===== src/rtl/osd_mam_sram_if_if.sv =====
// MAM memory-access bus: request, write-beat and read-beat channels between
// the debug memory-access module (master) and a memory responder (slave).
interface osd_mam_sram_if_if #(
  parameter int DATA_WIDTH = 16,
  parameter int ADDR_WIDTH = 32
);
  logic                    req_valid;
  logic                    req_ready;
  logic                    req_rw;
  logic [ADDR_WIDTH-1:0]   req_addr;
  logic                    req_burst;
  logic [13:0]             req_beats;
  logic                    write_valid;
  logic [DATA_WIDTH-1:0]   write_data;
  logic [DATA_WIDTH/8-1:0] write_strb;
  logic                    write_ready;
  logic                    read_valid;
  logic [DATA_WIDTH-1:0]   read_data;
  logic                    read_ready;

  modport master (
    output req_valid, req_rw, req_addr, req_burst, req_beats,
           write_valid, write_data, write_strb, read_ready,
    input  req_ready, write_ready, read_valid, read_data
  );

  modport slave (
    input  req_valid, req_rw, req_addr, req_burst, req_beats,
           write_valid, write_data, write_strb, read_ready,
    output req_ready, write_ready, read_valid, read_data
  );
endinterface


===== src/rtl/osd_mam_sram_if.sv =====
// MAM responder for a 1-cycle-latency single-port SRAM with a 2-entry read buffer.
// Optional macro OSD_MAM_SRAM_BOUNDS_EN: per-beat range check, out-of-range beats skip the SRAM.
module osd_mam_sram_if #(
  parameter int                    DATA_WIDTH = 16,
  parameter int                    ADDR_WIDTH = 32,
  parameter int                    SRAM_AW    = 10,
  parameter logic [ADDR_WIDTH-1:0] BASE_ADDR  = '0
) (
  input  logic                    clk,
  input  logic                    rst_n,
  osd_mam_sram_if_if.slave        mam,
  output logic                    sram_ce,
  output logic                    sram_we,
  output logic [SRAM_AW-1:0]      sram_addr,
  output logic [DATA_WIDTH-1:0]   sram_wdata,
  output logic [DATA_WIDTH/8-1:0] sram_be,
  input  logic [DATA_WIDTH-1:0]   sram_rdata
);

  localparam int BW  = DATA_WIDTH / 8;
  localparam int BSH = $clog2(BW);

  typedef enum logic [1:0] {IDLE, WRITE, READ} state_t;

  state_t                state;
  logic                  req_ready_q;
  logic [BW-1:0]         strb_q;
  logic                  burst_q;
  logic [SRAM_AW-1:0]    waddr;
  logic [13:0]           remaining;
  logic                  oob_q;
  logic                  inflight;
  logic                  inflight_oob;
  logic [1:0]            count;
  logic                  wptr;
  logic                  rptr;
  logic [DATA_WIDTH-1:0] fifo_mem [2];

  logic [ADDR_WIDTH-1:0] byte_off;
  logic [SRAM_AW-1:0]    req_waddr;
  logic [13:0]           req_remaining;
  logic                  req_oob;
  logic                  adv_oob;
  logic                  wr_fire;
  logic                  pop;
  logic [2:0]            occ;
  logic                  rd_issue;
  logic                  rd_done;

  assign byte_off      = mam.req_addr - BASE_ADDR;
  assign req_waddr     = SRAM_AW'(byte_off >> BSH);
  assign req_remaining = (mam.req_burst && (mam.req_beats != 14'd0)) ? mam.req_beats : 14'd1;

`ifdef OSD_MAM_SRAM_BOUNDS_EN
  // Stepping past the top word makes the rest of the burst out of range instead of wrapping.
  assign req_oob = (mam.req_addr < BASE_ADDR) || (((byte_off >> BSH) >> SRAM_AW) != '0);
  assign adv_oob = oob_q | (&waddr);
`else
  assign req_oob = 1'b0;
  assign adv_oob = oob_q;
`endif

  // Issue only when the buffer can absorb the word returning next cycle.
  assign wr_fire  = (state == WRITE) && mam.write_valid;
  assign pop      = (count != 2'd0) && mam.read_ready;
  assign occ      = {1'b0, count} + {2'b00, inflight};
  assign rd_issue = (state == READ) && (remaining != 14'd0) && (occ < (3'd2 + {2'b00, pop}));
  assign rd_done  = (state == READ) && (remaining == 14'd0) && !inflight &&
                    ((count == 2'd0) || ((count == 2'd1) && pop));

  assign sram_ce    = (wr_fire || rd_issue) && !oob_q;
  assign sram_we    = wr_fire && !oob_q;
  assign sram_addr  = sram_ce ? waddr : '0;
  assign sram_wdata = sram_we ? mam.write_data : '0;
  assign sram_be    = sram_we ? (burst_q ? {BW{1'b1}} : strb_q) : '0;

  assign mam.req_ready   = req_ready_q;
  assign mam.write_ready = (state == WRITE);
  assign mam.read_valid  = (count != 2'd0);
  assign mam.read_data   = (count != 2'd0) ? fifo_mem[rptr] : '0;

  always_ff @(posedge clk or negedge rst_n) begin
    if (!rst_n) begin
      state       <= IDLE;
      req_ready_q <= 1'b0;
      strb_q      <= '0;
      burst_q     <= 1'b0;
      waddr       <= '0;
      remaining   <= '0;
      oob_q       <= 1'b0;
    end else begin
      case (state)
        IDLE: begin
          req_ready_q <= 1'b1;
          if (mam.req_valid && req_ready_q) begin
            strb_q      <= mam.write_strb;
            burst_q     <= mam.req_burst;
            waddr       <= req_waddr;
            remaining   <= req_remaining;
            oob_q       <= req_oob;
            req_ready_q <= 1'b0;
            state       <= mam.req_rw ? WRITE : READ;
          end
        end
        WRITE: begin
          if (wr_fire) begin
            waddr     <= waddr + SRAM_AW'(1);
            remaining <= remaining - 14'd1;
            oob_q     <= adv_oob;
            if (remaining == 14'd1) begin
              state       <= IDLE;
              req_ready_q <= 1'b1;
            end
          end
        end
        READ: begin
          if (rd_issue) begin
            waddr     <= waddr + SRAM_AW'(1);
            remaining <= remaining - 14'd1;
            oob_q     <= adv_oob;
          end
          if (rd_done) begin
            state       <= IDLE;
            req_ready_q <= 1'b1;
          end
        end
        default: begin
          state       <= IDLE;
          req_ready_q <= 1'b0;
        end
      endcase
    end
  end

  // Read return: SRAM data lands one cycle after issue and is pushed into the buffer.
  always_ff @(posedge clk or negedge rst_n) begin
    if (!rst_n) begin
      inflight     <= 1'b0;
      inflight_oob <= 1'b0;
      count        <= 2'd0;
      wptr         <= 1'b0;
      rptr         <= 1'b0;
    end else begin
      inflight     <= rd_issue;
      inflight_oob <= oob_q;
      count        <= count + {1'b0, inflight} - {1'b0, pop};
      if (inflight) wptr <= ~wptr;
      if (pop)      rptr <= ~rptr;
    end
  end

  always_ff @(posedge clk) begin
    if (inflight) fifo_mem[wptr] <= inflight_oob ? '0 : sram_rdata;
  end

endmodule


===== src/flat_wrapper.sv =====
// flat-port wrapper written by rule: the top's interface ports become plain ports
module osd_mam_sram_if_flat 
#(
  parameter int                    DATA_WIDTH = 16,
  parameter int                    ADDR_WIDTH = 32,
  parameter int                    SRAM_AW    = 10,
  parameter logic [ADDR_WIDTH-1:0] BASE_ADDR  = '0
)
  (clk, rst_n, sram_ce, sram_we, sram_addr, sram_wdata, sram_be, sram_rdata, mam_req_valid, mam_req_rw, mam_req_addr, mam_req_burst, mam_req_beats, mam_write_valid, mam_write_data, mam_write_strb, mam_read_ready, mam_req_ready, mam_write_ready, mam_read_valid, mam_read_data);
  osd_mam_sram_if_if #(.DATA_WIDTH(DATA_WIDTH), .ADDR_WIDTH(ADDR_WIDTH)) mam_i ();
  input  logic clk;
  input  logic rst_n;
  output logic sram_ce;
  output logic sram_we;
  output logic [SRAM_AW-1:0] sram_addr;
  output logic [DATA_WIDTH-1:0] sram_wdata;
  output logic [DATA_WIDTH/8-1:0] sram_be;
  input  logic [DATA_WIDTH-1:0] sram_rdata;
  input wire logic [$bits(mam_i.req_valid)-1:0] mam_req_valid;
  input wire logic [$bits(mam_i.req_rw)-1:0] mam_req_rw;
  input wire logic [$bits(mam_i.req_addr)-1:0] mam_req_addr;
  input wire logic [$bits(mam_i.req_burst)-1:0] mam_req_burst;
  input wire logic [$bits(mam_i.req_beats)-1:0] mam_req_beats;
  input wire logic [$bits(mam_i.write_valid)-1:0] mam_write_valid;
  input wire logic [$bits(mam_i.write_data)-1:0] mam_write_data;
  input wire logic [$bits(mam_i.write_strb)-1:0] mam_write_strb;
  input wire logic [$bits(mam_i.read_ready)-1:0] mam_read_ready;
  output wire logic [$bits(mam_i.req_ready)-1:0] mam_req_ready;
  output wire logic [$bits(mam_i.write_ready)-1:0] mam_write_ready;
  output wire logic [$bits(mam_i.read_valid)-1:0] mam_read_valid;
  output wire logic [$bits(mam_i.read_data)-1:0] mam_read_data;
  assign mam_i.req_valid = mam_req_valid;
  assign mam_i.req_rw = mam_req_rw;
  assign mam_i.req_addr = mam_req_addr;
  assign mam_i.req_burst = mam_req_burst;
  assign mam_i.req_beats = mam_req_beats;
  assign mam_i.write_valid = mam_write_valid;
  assign mam_i.write_data = mam_write_data;
  assign mam_i.write_strb = mam_write_strb;
  assign mam_i.read_ready = mam_read_ready;
  assign mam_req_ready = mam_i.req_ready;
  assign mam_write_ready = mam_i.write_ready;
  assign mam_read_valid = mam_i.read_valid;
  assign mam_read_data = mam_i.read_data;
  osd_mam_sram_if #(.DATA_WIDTH(DATA_WIDTH), .ADDR_WIDTH(ADDR_WIDTH), .SRAM_AW(SRAM_AW), .BASE_ADDR(BASE_ADDR)) u_core (.clk(clk), .rst_n(rst_n), .mam(mam_i), .sram_ce(sram_ce), .sram_we(sram_we), .sram_addr(sram_addr), .sram_wdata(sram_wdata), .sram_be(sram_be), .sram_rdata(sram_rdata));
endmodule

===== config.mk =====
export PLATFORM = sky130hd
export DESIGN_NAME = osd_mam_sram_if_flat
export DESIGN_NICKNAME = d
export VERILOG_FILES = /design/src/rtl/osd_mam_sram_if_if.sv /design/src/rtl/osd_mam_sram_if.sv /design/src/flat_wrapper.sv
export SDC_FILE = /design/constraint.sdc
export NUM_CORES = 1
export LEC_CHECK = 0
export ABC_AREA = 1
export CAP_MARGIN = 20
export CORE_ASPECT_RATIO = 1.25
export CORE_UTILIZATION = 42
export DETAILED_ROUTE_END_ITERATION = 12
export GPL_TIMING_DRIVEN = 0
export PLACE_DENSITY = 0.78
export RECOVER_POWER = 50
export SYNTH_ARGS = -nofsm -noshare
export SYNTH_HDL_FRONTEND = slang
export SYNTH_SLANG_ARGS = --single-unit

===== constraint.sdc =====
create_clock -name clk -period 1.7 [get_ports clk]
set_clock_uncertainty 0.05 [all_clocks]
set_input_delay 0.34 -clock clk [delete_from_list [all_inputs] [get_ports clk]]
set_output_delay 0.34 -clock clk [all_outputs]
set_load 0.05 [all_outputs]

==> results of run 1 <==
-- sequential cells by signal, summed over array words and instances, names as in the netlist --
| register | count |
|---|---|
| u_core.wptr | 1 |
| u_core.mam.req_ready | 1 |
| u_core.rptr | 1 |
| u_core.inflight | 1 |
| u_core.remaining | 14 |
| u_core.fifo_mem | 32 |
| u_core.state | 2 |
| u_core.strb_q | 2 |
| u_core.burst_q | 1 |
| u_core.waddr | 10 |
| u_core.count | 2 |
-- repair_timing --
action / CTS / global route
hold endpoints to repair: 0 / 0
gates resized for setup: 419 / 48
gates cloned: 5 / 1
setup buffers: 36 / 11
setup endpoints to repair: 75 / 76
pin swaps: 18 / 19
-- area by class of cell --
| type | instances | area, um^2 |
|---|---|---|
| multi-input cells | 382 | 2440 |
| fillers | 564 | 2160 |
| flip-flops and latches | 67 | 1840 |
| repair buffers | 167 | 1750 |
| inverters | 64 | 278 |
| clock buffers | 9 | 225 |
| plain buffers | 15 | 175 |
| well taps | 123 | 154 |
| clock inverters | 7 | 98.8 |
-- synthesized netlist by cell type (2+ instances only) --
| master | instances |
|---|---|
| xor2_1 | 4 |
| nand4_1 | 13 |
| nor2_1 | 67 |
| nand3_1 | 38 |
| nand2_2 | 2 |
| buf_1 | 2 |
| inv_1 | 62 |
| buf_6 | 2 |
| clkbuf_1 | 10 |
| dfrtp_1 | 35 |
| nand2_1 | 195 |
| ha_1 | 11 |
| mux2_2 | 3 |
| or2_2 | 4 |
| clkinv_1 | 2 |
| a21oi_1 | 18 |
| o21ai_0 | 9 |
| edfxtp_1 | 32 |
| nand2_4 | 2 |
| nand3b_1 | 8 |
-- kinds of logic (layout without fill, tap and decap cells) --
family / Yosys count / after routing
buf+inv: 80 / 262
flops: 67 / 67
fa+ha+maj: 11 / 11
xor+xnor: 5 / 5
mux: 3 / 3
compound gates: 31 / 31
simple gates: 332 / 332
-- layer usage --
metal	track usage, %	routed length, um
met1	27.5	4830
met2	50.0	7430
met3	6.48	805
met4	9.22	512
met5	0	0
-- report_power, final --
part           switching [W]  internal [W]
clock network       0.000731       0.00129
logic                0.00575       0.00400
registers           0.000488       0.00226
-- per-stage QoR --
| step | instances | power [W] | TNS, ns | hold slack (ns) | cell area, um^2 |
|---|---|---|---|---|---|
| floorplan | 529 | 0.00778 | -5.73 | -0.00559 | 4330 |
| global placement | 765 | 0.00939 | -70.74 | 0.416 | 5620 |
| detailed placement | 766 | 0.00958 | -47.15 | 0.415 | 5620 |
| CTS | 822 | 0.0133 | -26.75 | 0.0841 | 6670 |
| global route | 834 | 0.0153 | -37.03 | 0.153 | 6970 |
| finish | 834 | 0.0145 | -32.36 | 0.0826 | 6970 |
-- path summary, 6_finish.rpt --
| kind | to | cells past startpoint |
|---|---|---|
| max | sram_ce | 10 |
| min | u_core.remaining[0] | 1 |
| max reg2reg | u_core.waddr[9] | 14 |
| min reg2reg | u_core.strb_q[0] | 1 |
| max in group asynchronous | u_core.rptr | 1 |
| min in group clk | u_core.strb_q[0] | 1 |
==> flow_metrics.env, run 1 <==
export IMPL_status="complete, but fails checks"
export IMPL_violations="negative setup slack"
export IMPL_synthTopCellsByArea="edfxtp_1 (24%), dfrtp_1 (22%), nand2_1 (19%)"
export IMPL_synth_xor_area_share_pct=1.11
export IMPL_root_buffer="clkbuf_16"
export IMPL_muxShareOfSynthArea_pct=0.857
export IMPL_syn_num_nets=627
export IMPL_drcViolationCount=0
export IMPL_post_place_ws_ns=-1.13
export IMPL_totalWireLength_um=13600
export IMPL_start_util_pct=43.2
export IMPL_worst_slack_ns=-0.687
export IMPL_core_area_um2=9130
export IMPL_path_common_cell="nor2_2"
export IMPL_worstPathArrival_ns=2.00
export IMPL_cts_htree_levels=3
export IMPL_ir_drop_v=0.00121
export IMPL_setup_viol=74
export IMPL_syn_area_per_cell_um2=7.45
export IMPL_max_freq_mhz=419
export IMPL_worst_pin_slew_ns=0.922
export IMPL_drt_iter0_drc=341
export IMPL_synth_warning_count=0
export IMPL_period_share_pct=140
export IMPL_power_density_nw_per_um2=2080
export IMPL_dr_total_vias=4416
export IMPL_cts_tree="yes"
export IMPL_rsz0062_at_grt="yes"
export IMPL_cpPeakStageDelay_ns=0.41
export IMPL_numCtsBuffers=9
export IMPL_critPathRequiredTime_ns=1.31
export IMPL_syn_area_um2=3940
export IMPL_syn_to_final_growth_pct=76.7
export IMPL_dieArea_um2=9780
export IMPL_die_width_um=88.7
export IMPL_antenna_left=0
export IMPL_die_height_um=110
export IMPL_routed_via_density=5.29
export IMPL_drt_pass1_iter_count=6
export IMPL_postLayoutCoreUtil_pct=76.3
export IMPL_dp_hpwl_um=7550
export IMPL_cts_hold_buf=0
export IMPL_clockBufferDepth=2
export IMPL_synthFlopType="dfrtp_1"
export IMPL_period_minus_slack_ns=2.39
export IMPL_crit_buf_inv=4
export IMPL_layout_commonest_cell="nand2_1"
export IMPL_ios=136
export IMPL_gp_congestion=0.857
export IMPL_final_cell_mix="nand2_1 (182), buf_6 (59), inv_1 (50), clkdlybuf4s50_1 (47), nand3_1 (36)"
export IMPL_ys_types=30
export IMPL_drv_cap=0
export IMPL_rows=39
export IMPL_synthSimpleGateAreaFrac_pct=35.6
export IMPL_synth_top_area_share_pct=24.4
export IMPL_hold_path_class="in -> async"
export IMPL_synth_compound_area_share_pct=4.25
export IMPL_worstPathMaxFanout=5
export IMPL_path_cells="nor2_2 -> nand2_1 -> nor2_2 -> nand2_2 -> nand3_4 -> inv_4 -> nor2_4 -> buf_12 -> clkinvlp_4 -> buf_8"
export IMPL_antenna_found_initial=0
export IMPL_post_route_cells_drive_above_1_share_pct=34.3
export IMPL_crit_type="reg -> out"
export IMPL_worst_skew_pair_late_latency_ns=0.33
export IMPL_synth_cells=529
export IMPL_synth_adder_area_share_pct=3.49
export IMPL_end_kind="output port"
export IMPL_slew_viol_final=0
export IMPL_yosysTopAreaCell="edfxtp_1"
export IMPL_critPathLaunchType="register"
export IMPL_synth_top_family_by_area="simple AND/OR/NAND/NOR gates"
export IMPL_crit_slowest_cell="dfrtp_1"
export IMPL_grtUsageTotal_pct=26.2
export IMPL_portBuffers=113
export IMPL_gr_total_overflow=0
export IMPL_clk_pin_slew_ns=0.06
export IMPL_worstSetupStartpoint="u_core.remaining[10]"
export IMPL_crit_family="simple AND/OR/NAND/NOR gates"
export IMPL_num_antenna_cells=0
export IMPL_yosysSeqAreaShare_pct=46.6
export IMPL_power_leakage_nw=3.18
export IMPL_synth_seq_cells=67
export IMPL_grt_max_degree=36
export IMPL_hold_viol_final=0
export IMPL_worstReg2RegStart="u_core.count[0]"
export IMPL_reg2reg_slack_ns=-0.59
export IMPL_grt_pass1_vias=4218
export IMPL_synth_edf_count=32
export IMPL_wire_per_inst_um=16.3
export IMPL_relSlewSlack_pct=38.5
export IMPL_nets=804
export IMPL_async_reset_ff_share_pct=52.2
export IMPL_cts_sinks=67
export IMPL_grt_pass1_wl_um=19400
Note: power is estimated with default switching activity, not from simulation.
==> run 2: changes to the inputs <==
--- a/config.mk
+++ b/config.mk
@@ -7,11 +7,10 @@
 export LEC_CHECK = 0
 export ABC_AREA = 1
 export CAP_MARGIN = 20
-export CORE_ASPECT_RATIO = 1.25
-export CORE_UTILIZATION = 42
+export CORE_UTILIZATION = 36
 export DETAILED_ROUTE_END_ITERATION = 12
 export GPL_TIMING_DRIVEN = 0
-export PLACE_DENSITY = 0.78
+export PLACE_DENSITY = 0.69
 export RECOVER_POWER = 50
 export SYNTH_ARGS = -nofsm -noshare
 export SYNTH_HDL_FRONTEND = slang
==> run 2 against run 1 <==
- the flow still finishes with violations (negative setup slack)
- wire length fell by 12%
- design area about the same
- fmax is 0.67% higher
- combinational power fell by 3.1%
- setup slack gained 0.016 ns
- worst hold slack got worse by 0.019 ns
- flip-flop and latch count stayed put
- sequential power hardly changed
- largest cell class unchanged
- largest power group unchanged
- highest routed layer unchanged
==> flow_metrics.env, run 2 (synthesized netlist as in run 1, its figures left out) <==
export IMPL_drt_iter0_drc=147
export IMPL_grtUsageTotal_pct=21.4
export IMPL_status="complete, but fails checks"
export IMPL_clockBufferDepth=2
export IMPL_placed_area_um2=5640
export IMPL_ir_drop_v=0.000931
export IMPL_routed_wl_met3_um=548
export IMPL_ios=136
export IMPL_portBuffers=113
export IMPL_top_layer="met4"
export IMPL_drv_cap=0
export IMPL_period_minus_slack_ns=2.37
export IMPL_nets=806
export IMPL_gp_congestion=0.888
export IMPL_hold_path_class="in -> async"
export IMPL_post_route_cells_drive_above_1_share_pct=37.7
export IMPL_worst_pin_slew_ns=0.935
export IMPL_die_width_um=107
export IMPL_relSlewSlack_pct=37.7
export IMPL_drcViolationCount=0
export IMPL_fin_tns_setup_ns=-22.59
export IMPL_largest_reg_flops=32
export IMPL_slew_viol_final=0
export IMPL_layout_commonest_cell="nand2_1"
export IMPL_rows=37
export IMPL_crit_type="reg -> out"
export IMPL_routed_via_density=4.98
export IMPL_reg_top3="u_core.fifo_mem: 32 flops, u_core.remaining: 14 flops, u_core.waddr: 10 flops"
export IMPL_worstPathArrival_ns=1.98
export IMPL_design_area_um2=6960
export IMPL_met2_length_um=6400
export IMPL_grt_max_degree=36
export IMPL_dp_hpwl_um=7460
export IMPL_setup_viol=72
export IMPL_period_share_pct=139
export IMPL_cts_sinks=67
export IMPL_m1WireLength_um=4880
export IMPL_power_density_nw_per_um2=1970
export IMPL_totalWireLength_um=12000
export IMPL_drt_pass1_iter_count=5
export IMPL_worst_slack_ns=-0.671
export IMPL_clk_pin_slew_ns=0.08
export IMPL_dp_cells=779
export IMPL_grt_pass1_wl_um=19400
export IMPL_gr_total_overflow=0
export IMPL_syn_to_final_growth_pct=76.6
export IMPL_start_util_pct=37.7
export IMPL_critPathLaunchType="register"
export IMPL_cts_hold_buf=0
export IMPL_cts_tree="yes"
export IMPL_top_register="u_core.fifo_mem"
export IMPL_max_freq_mhz=422
export IMPL_antenna_left=0
export IMPL_dr_total_vias=4231
export IMPL_fin_cells=849
export IMPL_antenna_found_initial=0
export IMPL_worstPathMaxFanout=5
export IMPL_die_height_um=107
export IMPL_worst_skew_pair_late_latency_ns=0.36
export IMPL_wire_per_inst_um=14.1
export IMPL_grt_pass1_vias=4250
export IMPL_rsz0062_at_grt="yes"
export IMPL_fillers=832
export IMPL_end_kind="output port"
export IMPL_num_antenna_cells=0
export IMPL_cts_htree_levels=3
export IMPL_dieArea_um2=11400
export IMPL_core_area_um2=10500
export IMPL_violations="negative setup slack"
export IMPL_numCtsBuffers=9
export IMPL_hold_viol_final=0
export IMPL_critPathRequiredTime_ns=1.31
export IMPL_finalPower_w=0.0137
export IMPL_final_cell_mix="nand2_1 (160), buf_6 (57), inv_1 (51), clkdlybuf4s50_1 (47), nand3_1 (37)"
export IMPL_power_leakage_nw=3.18
export IMPL_root_buffer="clkbuf_8"
## run 2: cell types whose count changed in the layout (fill, tap and decap cells not counted), moves of 4 or more
cell | before | now
a21oi_2 | 1 | 5
a21oi_4 | 17 | 12
buf_8 | 9 | 15
clkbuf_16 | 14 | 4
clkbuf_8 | 1 | 9
nand2_1 | 182 | 160
nand2_2 | 10 | 30
nor2_2 | 9 | 4
nor2_4 | 31 | 36
## run 2: report_power, final
part	switching, W	leakage, nW	total, W	internal [W]
Sequential	0.000501	0.719	0.00276	0.00226
Combinational	0.00546	2.34	0.00945	0.00399
Clock	0.000679	0.114	0.00151	0.000836
## run 2: timing repair
| action | 4_1_cts | 5_1_grt |
|---|---|---|
| endpoints found under the setup margin | 77 | 80 |
| pin swaps | 15 | 38 |
| buffers inserted | 39 | 15 |
| hold endpoints to repair | 0 | 0 |
| resized for setup | 439 | 65 |
| cloned | 5 | 0 |
## run 2: metrics by stage
stage	util [%]	hold WS [ns]	worst slack, ns
detailed placement	53.9	0.434	-1.10
global route	66.5	0.133	-0.765
floorplan	-	-0.00559	-0.386
finish	66.5	0.0631	-0.671
global placement	53.9	0.419	-1.08
CTS	64.1	0.0516	-0.644
## run 2: critical path, stage by stage (launching register included)
cell	delay (ns)
dfrtp_1	0.44
nor2_4	0.17
nand2_2	0.10
nor2_4	0.14
nand2_2	0.09
nand3_4	0.10
inv_4	0.04
nor2_4	0.10
buf_6	0.13
buf_16	0.13
nor2_4	0.05
buf_8	0.14
## run 2: path summary, 6_finish.rpt
path	startpoint	end	slack [ns]	depth (start not counted)
setup / recovery	u_core.remaining[5]	sram_addr[1]	-0.67	11
max in group asynchronous	rst_n	u_core.state[0]	0.88	1
hold reg to reg	u_core.strb_q[1]	u_core.strb_q[1]	0.46	1
setup reg to reg	u_core.state[0]	u_core.waddr[4]	-0.20	12
min in group clk	u_core.strb_q[1]	u_core.strb_q[1]	0.46	1
hold / removal	rst_n	u_core.waddr[1]	0.06	1
## run 2: cell type report
cell class | instances | area [um^2] | area share (%)
inverter | 64 | 270 | 3.88
tap | 136 | 170 | 2.44
clock buffer | 9 | 124 | 1.78
multi-input combinational | 382 | 2450 | 35.2
sequential | 67 | 1850 | 26.5
buffer | 13 | 140 | 2.01
clock inverter | 7 | 100 | 1.44
timing repair buffer | 171 | 1860 | 26.7
## run 2: metal layers
layer / vias to the layer above / GRT usage (%)
met3: 24 / 3.10
met2: 139 / 38.8
li1: 2031 / -
met1: 2037 / 26.0
met5: - / 0
met4: 0 / 6.75
==> run 3: changes to the inputs <==
--- a/config.mk
+++ b/config.mk
@@ -12,6 +12,7 @@
 export GPL_TIMING_DRIVEN = 0
 export PLACE_DENSITY = 0.69
 export RECOVER_POWER = 50
+export SLEW_MARGIN = 20
 export SYNTH_ARGS = -nofsm -noshare
 export SYNTH_HDL_FRONTEND = slang
 export SYNTH_SLANG_ARGS = --single-unit
==> run 3 against run 2 <==
- critical path type unchanged
- largest power group unchanged
- critical endpoint unchanged
- register-to-register slack gained 0.05 ns
- critical path depth decreased by 1
- the flow still finishes with violations (negative setup slack)
- die area unchanged
- cell count down 0.12%
- global-route usage down 0.79 points
- via count is 3.3% lower
- sequential power is 2% lower
- setup slack got worse by 0.015 ns
- power decreased by 2.9%
- largest cell class unchanged
==> flow_metrics.env, run 3 (synthesized netlist as in run 1, its figures left out) <==
export IMPL_crit_type="reg -> out"
export IMPL_placed_area_um2=5660
export IMPL_gp_congestion=0.888
export IMPL_largest_reg_flops=32
export IMPL_drt_iter0_drc=147
export IMPL_hold_path_class="reg -> reg"
export IMPL_grt_pass1_vias=4117
export IMPL_root_buffer="clkbuf_8"
export IMPL_end_kind="output port"
export IMPL_cts_htree_levels=3
export IMPL_ios=136
export IMPL_max_freq_mhz=419
export IMPL_period_share_pct=140
export IMPL_routed_via_density=4.83
export IMPL_slew_viol_final=0
export IMPL_critPathLaunchType="register"
export IMPL_post_route_cells_drive_above_1_share_pct=34.0
export IMPL_period_minus_slack_ns=2.39
export IMPL_drv_cap=0
export IMPL_reg_top3="u_core.fifo_mem: 32 flops, u_core.remaining: 14 flops, u_core.waddr: 10 flops"
export IMPL_design_area_um2=6890
export IMPL_totalWireLength_um=11400
export IMPL_drt_pass1_iter_count=5
export IMPL_power_leakage_nw=3.14
export IMPL_syn_to_final_growth_pct=74.8
export IMPL_antenna_found_initial=0
export IMPL_violations="negative setup slack"
export IMPL_nets=805
export IMPL_clockBufferDepth=2
export IMPL_relSlewSlack_pct=41.7
export IMPL_worst_slack_ns=-0.686
export IMPL_worstPathMaxFanout=5
export IMPL_wire_per_inst_um=13.5
export IMPL_final_cell_mix="nand2_1 (187), buf_6 (57), inv_1 (51), clkdlybuf4s50_1 (46)"
export IMPL_status="complete, but fails checks"
export IMPL_cts_sinks=67
export IMPL_fillers=862
export IMPL_layout_commonest_cell="nand2_1"
export IMPL_dr_total_vias=4092
export IMPL_die_width_um=107
export IMPL_worst_pin_slew_ns=0.875
export IMPL_grt_max_degree=22
export IMPL_rows=37
export IMPL_fin_tns_setup_ns=-18.53
export IMPL_gr_total_overflow=0
export IMPL_numCtsBuffers=9
export IMPL_dieArea_um2=11400
export IMPL_die_height_um=107
export IMPL_worstPathArrival_ns=2.00
export IMPL_grtUsageTotal_pct=20.6
export IMPL_post_place_ws_ns=-1.09
export IMPL_setup_viol=71
export IMPL_core_area_um2=10500
export IMPL_start_util_pct=37.7
export IMPL_drcViolationCount=0
export IMPL_num_antenna_cells=0
export IMPL_critPathRequiredTime_ns=1.31
export IMPL_hold_viol_final=0
export IMPL_top_register="u_core.fifo_mem"
export IMPL_grt_pass1_wl_um=18800
export IMPL_worst_skew_pair_late_latency_ns=0.35
export IMPL_clk_pin_slew_ns=0.08
export IMPL_power_density_nw_per_um2=1930
export IMPL_portBuffers=113
export IMPL_cts_tree="yes"
export IMPL_dp_hpwl_um=7560
export IMPL_antenna_left=0
export IMPL_rsz0062_at_grt="yes"
export IMPL_ir_drop_v=0.00104
[run 3: changes by cell type in the layout (fill, tap and decap cells not counted), moves of 3 or more]
cell     change
a21oi_2      -4
a21oi_4      +5
buf_8        -5
inv_4        -3
nand2_1     +27
nand2_2     -23
nand2_4      -4
[run 3: worst paths after layout]
path	cells after the start	endpoint	from	slack (ns)
setup / recovery	10	sram_addr[1]	u_core.count[0]	-0.69
hold / removal	2	u_core.waddr[9]	u_core.waddr[9]	0.47
setup reg to reg	11	u_core.count[1]	u_core.count[0]	-0.15
hold reg to reg	2	u_core.waddr[9]	u_core.waddr[9]	0.47
max in group asynchronous	3	u_core.mam.req_ready	rst_n	0.09
min in group asynchronous	2	u_core.waddr[1]	rst_n	0.56
[run 3: critical path, cell delays in order (launching register included)]
cell	delay (ns)
dfrtp_1	0.43
ha_4	0.19
ha_4	0.25
nand2_2	0.05
nand3_4	0.09
inv_4	0.04
nor2_4	0.16
buf_12	0.13
buf_16	0.13
nor2_4	0.04
buf_8	0.14
[run 3: metal layers]
metal / routed length [um] / track usage (%) / vias to the layer above
met3: 550 / 3.16 / 14
met2: 6000 / 37.5 / 102
met1: 4760 / 25.0 / 1932
met5: 0 / 0 / -
met4: 130 / 6.26 / 0
li1: - / - / 2044
[run 3: layout make-up]
class                           instances  area (um^2)  area share (%)
Buffer                                 15          169            2.45
Clock buffer                            9          124            1.80
Clock inverter                          7          100            1.45
Inverter                               64          275            3.99
Multi-Input combinational cell        383         2440            35.5
Sequential cell                        67         1850            26.8
Tap cell                              136          170            2.47
Timing Repair Buffer                  167         1760            25.6
[run 3: timing repair]
item / 4_1_cts / 5_1_grt
pin swaps: 15 / 17
cloned: 5 / 0
hold endpoints to repair: 14 / 0
resized for setup: 420 / 47
setup buffers: 33 / 15
hold buffers: 1 / 0
endpoints found under the setup margin: 77 / 76
[run 3: power breakdown]
part / switching (W) / internal, W
clock: 0.000679 / 0.000836
combinational: 0.00531 / 0.00380
sequential: 0.000449 / 0.00226
[run 3: per-stage QoR]
stage	utilization [%]	hold slack [ns]	total power, W	instances
2_1_floorplan	-	-0.00559	0.00778	529
3_3_place_gp	53.9	0.419	0.00945	778
3_5_place_dp	54.1	0.248	0.00960	779
4_1_cts	63.1	0.393	0.0127	833
5_1_grt	65.9	0.475	0.0142	848
6_report	65.9	0.468	0.0133	848
